<file path="config.mk">
export PLATFORM = sky130hd
export DESIGN_NAME = sprite_plotter
export DESIGN_NICKNAME = d
export VERILOG_FILES = /design/src/rtl/sprite_plotter_pkg.sv /design/src/rtl/sprite_rom.sv /design/src/rtl/sprite_plotter.sv
export SDC_FILE = /design/constraint.sdc
export NUM_CORES = 1
export LEC_CHECK = 0
export CORE_ASPECT_RATIO = 2
export CORE_MARGIN = 4
export CORE_UTILIZATION = 35
export DETAILED_ROUTE_END_ITERATION = 10
export DONT_BUFFER_PORTS = 1
export SYNTH_ARGS = -nofsm -noshare
export SYNTH_HDL_FRONTEND = slang
export SYNTH_SLANG_ARGS = --single-unit
</file>
<file path="constraint.sdc">
create_clock -name clk -period 3.5 [get_ports clk]
set_input_delay 0.525 -clock clk [delete_from_list [all_inputs] [get_ports clk]]
set_output_delay 0.525 -clock clk [all_outputs]
set_load 0.03 [all_outputs]
</file>
<file path="src/rtl/sprite_plotter_pkg.sv">
// sprite_plotter_pkg: screen geometry, colour type and FSM states shared by the sprite plotter.
package sprite_plotter_pkg;
    localparam int SCREEN_W = 160;
    localparam int SCREEN_H = 120;
    typedef logic [2:0] colour_t;
    typedef enum logic [1:0] {IDLE, DRAW, DONE} state_t;
endpackage

</file>
<file path="src/rtl/sprite_rom.sv">
// sprite_rom: combinational sprite pattern ROM, built only with SPRITE_PLOTTER_ROM_EN.
module sprite_rom
    import sprite_plotter_pkg::*;
(
    input  logic [7:0] addr_i,
    output colour_t    data_o
);
    // Every seventh entry is 0, i.e. transparent.
    assign data_o = colour_t'(addr_i % 8'd7);
endmodule

</file>
<file path="src/rtl/sprite_plotter.sv">
// sprite_plotter: raster-scans a SPRITE_W x SPRITE_H sprite into the VGA adapter, clipping off-screen pixels.
// Define SPRITE_PLOTTER_ROM_EN to take per-pixel colours (0 = transparent) from sprite_rom instead of fg_colour.
module sprite_plotter
    import sprite_plotter_pkg::*;
#(
    parameter int      SPRITE_W  = 8,
    parameter int      SPRITE_H  = 8,
    parameter colour_t BG_COLOUR = 3'b000
) (
    input  logic       clk,
    input  logic       reset,
    input  logic       start,
    input  logic [7:0] org_x,
    input  logic [6:0] org_y,
    input  logic       erase,
    input  logic [2:0] fg_colour,
    output logic       busy,
    output logic       done,
    output logic [7:0] vga_x,
    output logic [6:0] vga_y,
    output logic [2:0] vga_colour,
    output logic       vga_plot
);
    state_t     state_q, state_d;
    logic [3:0] col_q, col_d, row_q, row_d;
    logic [7:0] ox_q, ox_d;
    logic [6:0] oy_q, oy_d;
    logic       erase_q, erase_d;
    colour_t    fg_q, fg_d;
    logic [8:0] sx;
    logic [7:0] sy;
    logic       col_wrap, last, opaque, plot_d;
    colour_t    sprite_c, colour_d;

    assign col_wrap = col_q == 4'(SPRITE_W - 1);
    assign last     = col_wrap && row_q == 4'(SPRITE_H - 1);
    assign busy     = state_q != IDLE;
    assign done     = state_q == DONE;

    always_comb begin
        state_d = state_q;
        col_d   = col_q;
        row_d   = row_q;
        ox_d    = ox_q;
        oy_d    = oy_q;
        erase_d = erase_q;
        fg_d    = fg_q;
        case (state_q)
            IDLE: if (start) begin
                state_d = DRAW;
                col_d   = '0;
                row_d   = '0;
                ox_d    = org_x;
                oy_d    = org_y;
                erase_d = erase;
                fg_d    = fg_colour;
            end
            DRAW: if (last) state_d = DONE;
                  else begin
                      col_d = col_wrap ? 4'd0 : col_q + 4'd1;
                      row_d = col_wrap ? row_q + 4'd1 : row_q;
                  end
            default: state_d = IDLE;
        endcase
    end

    // Outputs are computed from the next pixel so they register in step with the scan.
    assign sx = {1'b0, ox_d} + {5'b0, col_d};
    assign sy = {1'b0, oy_d} + {4'b0, row_d};

`ifdef SPRITE_PLOTTER_ROM_EN
    logic [7:0] rom_addr;
    assign rom_addr = 8'(row_d) * 8'(SPRITE_W) + 8'(col_d);
    sprite_rom u_rom (.addr_i(rom_addr), .data_o(sprite_c));
    assign opaque = sprite_c != '0;
`else
    assign sprite_c = fg_d;
    assign opaque   = 1'b1;
`endif

    assign colour_d = erase_d ? BG_COLOUR : sprite_c;
    assign plot_d   = state_d == DRAW && sx < 9'(SCREEN_W) && sy < 8'(SCREEN_H) && (erase_d || opaque);

    always_ff @(posedge clk or posedge reset)
        if (reset) begin
            state_q    <= IDLE;
            col_q      <= '0;
            row_q      <= '0;
            ox_q       <= '0;
            oy_q       <= '0;
            erase_q    <= 1'b0;
            fg_q       <= '0;
            vga_x      <= '0;
            vga_y      <= '0;
            vga_colour <= '0;
            vga_plot   <= 1'b0;
        end else begin
            state_q    <= state_d;
            col_q      <= col_d;
            row_q      <= row_d;
            ox_q       <= ox_d;
            oy_q       <= oy_d;
            erase_q    <= erase_d;
            fg_q       <= fg_d;
            vga_x      <= sx[7:0];
            vga_y      <= sy[6:0];
            vga_colour <= colour_d;
            vga_plot   <= plot_d;
        end
endmodule

</file>
; Word-level counts from Yosys, hierarchy flattened
; Index checks and enable logic that the tools add are counted.
[totals]
inputBits = 22
output_inout_bits = 21
elab_cells = 47
register_bits = 48
[classes]
magnitude_cmp = 2
n_reduce_logical = 5
eq_ne = 5
muxes = 20
addsub = 4
[op_table]
columns = op, n
row1 = 4-bit two-way mux, 6
row2 = 8-bit two-way mux, 2
row3 = 4-bit one-hot mux with 2 select lines, 2
row4 = 7-bit two-way mux, 2
row5 = 8-bit by 4-bit adder with 9-bit output, 1
row6 = "9-bit by 8-bit less-than comparator with 1-bit output, second input constant", 1
row7 = 3-bit two-way mux, 3
row8 = "4-bit by 1-bit adder with 4-bit output, second input constant", 2
row9 = 7-bit by 4-bit adder with 8-bit output, 1
row10 = "4-bit by 3-bit equality test with 1-bit output, second input constant", 2
row11 = "8-bit by 7-bit less-than comparator with 1-bit output, second input constant", 1
row12 = "2-bit by 1-bit equality test with 1-bit output, second input constant", 2
row13 = 2-bit two-way mux, 2
row14 = 2-bit one-hot mux with 2 select lines, 1
row15 = 1-bit logical AND, 3
row16 = "2-bit equality test, second input constant", 1
row17 = 2-bit logical NOT, 1
row18 = 1-bit two-way mux, 2
row19 = 2-bit nonzero test, 1

; Depth between registers and ports, before layout
[logic_depth]
ltp_word = 8
depth_mapped = 15
mapped_depth_nobuf = 15

; Worst setup path after synthesis
; Ideal clock, no wire load.
[synth_timing]
kind = register -> register
from = register col_q[0]
to = register vga_plot
slack_ps = 539
t_arrival_ps = 2874
n_path_buf = 0
stages_incl_launch_ff = 16
setup_time_ps = 87
required_time_ps = 3413
period_less_slack_ps = 2961
path_cell_list = dfrtp_1 ha_1 nand2_1 or2_2 o21ai_0 nand3_1 o31ai_1 ha_1 inv_1 fa_1 nor2b_1 o21ai_0 a21boi_1 xor2_1 o21a_1 a211oi_2
[synth_between]
elab_chain_len = 8
elab_cells_between_ends = 19
classes_between = 3 x add/sub / 2 x order compare / 2 x eq/ne / 9 x mux / 3 x reduce/logical
[synth_lines]
columns = element, line_no
row1 = "start, declared", sprite_plotter.sv:25  ; logic [3:0] col_q, col_d, row_q, row_d;
row2 = "start signal, assigned", sprite_plotter.sv:99  ; col_q <= col_d;
row3 = 4-bit by 1-bit adder with 4-bit output or 4-bit by 3-bit equality test with 1-bit output (tied branches), "sprite_plotter.sv:60, sprite_plotter.sv:35"
row4 = 4-bit two-way mux or 1-bit logical AND (tied branches), "sprite_plotter.sv:60, sprite_plotter.sv:36"
row5 = 4-bit two-way mux, sprite_plotter.sv:58  ; DRAW: if (last) state_d = DONE;
row6 = 4-bit one-hot mux with 2 select lines *, sprite_plotter.sv:48  ; case (state_q)
row7 = named net col_d[0], sprite_plotter.sv:25
row8 = 8-bit by 4-bit adder with 9-bit output *, sprite_plotter.sv:68  ; assign sx = {1'b0, ox_d} + {5'b0, col_d};
row9 = named net sx[6], sprite_plotter.sv:30  ; logic [8:0] sx;
row10 = 9-bit by 8-bit less-than comparator with 1-bit output *, sprite_plotter.sv:82  ; assign plot_d = state_d == DRAW && sx < 9'(SCREEN_W) && sy < 8'(SCREEN_H) && (erase_d || opaque);
row11 = 1-bit logical AND * (2 in series), sprite_plotter.sv:82
row12 = named net plot_d, sprite_plotter.sv:32  ; logic col_wrap, last, opaque, plot_d;
row13 = "end signal, assigned", sprite_plotter.sv:108  ; vga_plot <= plot_d;
row14 = "end, declared", sprite_plotter.sv:22  ; output logic vga_plot
; The timed path passes the listed nets; every way through them passes the cells marked *.

; Worst setup path after layout
; Ends and elaborated chain as after synthesis.

==> flow_metrics.tcl <==
set metrics [dict create \
    ys_warn_count 0 \
    cts_setup_buffers 0 \
    status "finished, final reports clean" \
    slew_headroom_pct 34.5 \
    final_cell_mix "dfrtp_1 (48), nand2_1 (42), inv_1 (15), nor2_1 (14), ha_1 (10)" \
    timing.critical_path.required_ns 3.71 \
    grt_max_degree 49 \
    drive_gt1_share_pct 8.96 \
    wl_met1_um 1450 \
    htree_num_levels 2 \
    r2r_setup_slack_ns 0.23 \
    antenna_found_initial 0 \
    final-max-slew-violation-count 0 \
    yosysSeqAreaShare_pct 54.4 \
    power_density_mw_per_mm2 496 \
    track_usage_pct 12.7 \
    dieArea_sq_mm 0.00772 \
    final_nets 245 \
    crit_fanout 4 \
    period_share_pct 93.5 \
    wirelength_um 4500 \
    whs_ns 0.332 \
    io_buffers 0 \
    placementRows 40 \
    hold_viol_final 0 \
    num_vias 1424 \
    worst_slew_pin_slew_ns 0.981 \
    dr.pass1.iters 4 \
    ios 43 \
    ir_worst_vdd_v 0.000245 \
    ys_types 39 \
    synth_area_per_cell_sq_um 10.8 \
    rsz0062_at_grt "false" \
    finalClockSkew_ns 0.00430 \
    grt_pass1_wl_um 7290 \
    grt_pass1_vias 1521 \
    path_clk_slew_ns 0.06 \
    arrival_ns 3.48 \
    fin_ws_ns 0.227 \
    gp_routability_congestion 0.763 \
    period_needed_ns 3.27 \
    wire_per_inst_um 15.2 \
    wl_met2_um 2650 \
    drt_iter0_markers 52 \
    core_area_sq_mm 0.00606 \
    cts_buffer_depth 2 \
    num_antenna_cells 0 \
    crit_type "register to register" \
    hpwl_um 3430 \
    seqCellArea_sq_mm 0.00120 \
    clk_latency_ns 0.29 \
    filler_cell_count 597 \
    synth_area_sq_mm 0.00221 \
    synth-seq-cells 48 \
    cts_root_buf "clkbuf_16" \
    fin_util_pct 40.9 \
    area_growth_pct 12.1 \
    hold_class "primary input to asynchronous set/reset pin" \
    p_total_uw 1230 \
    max_freq_mhz 306 \
    drc 0 \
    cts_tree "built" \
    cts_hold_buf 0 \
    cts_sinks 48 \
    synthesis.nets 239 \
    die_w_um 64.2 \
    power.leakage_uw 0.00114 \
    max_cap_viol_count 0 \
    finalSetupViolCount 0 \
    die_height_um 120 \
    top_layer_used "met4" \
    setup_tns_ns 0 \
    viasPerCell 4.81 \
    gr-total-overflow 0 \
    numCtsBuffers 5 \
    cp-end-kind "register" \
    wl_met3_um 236 \
    syn_inst 205 \
    dp_slack_ns -0.0281 \
    mostFrequentLayoutCell "dfrtp_1" \
    ant_nets 0 \
    multi_input_area_sq_um 930 \
    startpoint_type "register" \
    start_util_pct 36.4 \
]
flip-flops by register name, indices dropped and copies added, names as in the netlist:
name / flops
ox_q: 8
vga_x: 8
oy_q: 7
vga_y: 7
col_q: 4
row_q: 4
fg_q: 3
vga_colour: 3
state_q: 2
erase_q: 1
vga_plot: 1
final cells by class:
cell class                 instances  share of cell area (%)
clock buffer                       6                    5.21
clock inverter                     2                    1.42
inverter                          16                    2.43
multi-input combinational        138                    37.6
sequential                        48                    48.5
tap                               84                    4.25
timing repair buffer               2                   0.607
synth_stat cells:
cell type / count / area [sq um]
dfrtp_1: 48 / 1200
nand2_1: 42 / 158
inv_1: 16 / 60.1
nor2_1: 14 / 52.6
ha_1: 10 / 125
mux2i_1: 8 / 80.1
xnor2_1: 8 / 70.1
nor2b_1: 7 / 43.8
o21ai_0: 6 / 30.0
mux2_2: 4 / 45.0
a211oi_1: 3 / 22.5
a21o_1: 3 / 22.5
nand3_1: 3 / 15.0
o211ai_1: 3 / 22.5
a22oi_1: 2 / 15.0
fa_1: 2 / 40.0
nor3_1: 2 / 10.0
o21bai_1: 2 / 15.0
or2_2: 2 / 12.5
a211oi_2: 1 / 12.5
a21boi_1: 1 / 7.51
a32o_1: 1 / 10.0
a41oi_1: 1 / 8.76
and2_1: 1 / 6.26
and2b_1: 1 / 7.51
and3_1: 1 / 6.26
buf_2: 1 / 5.00
buf_6: 1 / 11.3
clkbuf_1: 1 / 3.75
nand2b_1: 1 / 6.26
nand4_1: 1 / 6.26
nor3b_1: 1 / 7.51
nor3b_4: 1 / 18.8
o21a_1: 1 / 7.51
o311ai_0: 1 / 8.76
o31ai_1: 1 / 7.51
o41ai_1: 1 / 8.76
or2b_1: 1 / 7.51
xor2_1: 1 / 8.76
critical path, stage by stage (launching register included):
cell,delay [ns]
dfrtp_1,0.39
ha_1,0.20
nand2_1,0.07
or2_2,0.32
o21ai_2,0.24
nand3_1,0.11
o31ai_1,0.14
ha_1,0.29
inv_1,0.07
fa_1,0.42
nor2b_1,0.12
o21ai_0,0.12
a21boi_1,0.21
xor2_1,0.11
o21a_1,0.21
a211oi_2,0.18
stage by stage:
step,std cells,instance area [sq um]
floorplan,205,2210
global placement,288,2310
detailed placement,288,2310
CTS,296,2470
global route,296,2470
finish,296,2470
cells by family (layout without fill, tap and decap cells):
| family | after synthesis | in the layout | synth area share (%) |
|---|---|---|---|
| AO/OA/AOI/OAI | 27 | 27 | 9.01 |
| XOR/XNOR | 9 | 9 | 3.57 |
| adder cells (fa/ha/maj) | 12 | 12 | 7.48 |
| buffers and inverters | 19 | 26 | 3.63 |
| flip-flops | 48 | 48 | 54.4 |
| multiplexers | 12 | 12 | 5.67 |
| AND/OR/NAND/NOR | 78 | 78 | 16.2 |
per-layer routing:
metal	vias to the layer above	track usage [%]
met1	695	11.4
met5	-	0
met4	0	7.95
li1	691	-
met2	30	23.9
met3	8	3.53
path summary, 6_finish.rpt:
| check | start | endpoint | cells past startpoint |
|---|---|---|---|
| worst max-delay path | col_q[0] | vga_plot | 15 |
| worst min-delay path | reset | vga_x[5] | 1 |
| worst max register to register | col_q[0] | vga_plot | 15 |
| worst min register to register | fg_q[2] | fg_q[2] | 2 |
| max in group asynchronous | reset | vga_x[1] | 1 |
| min in group clk | fg_colour[0] | fg_q[0] | 2 |
power breakdown:
part / switching, uW / internal, uW
clock network: 196 / 336
logic: 42.9 / 26.1
registers: 44.5 / 582
timing repair:
| action | in CTS | in global routing |
|---|---|---|
| endpoints found under the setup margin | 1 | 1 |
| resized for setup | 1 | 2 |
| endpoints found under the hold margin | 0 | 0 |
No activity file was read; power rests on OpenSTA's default activity.
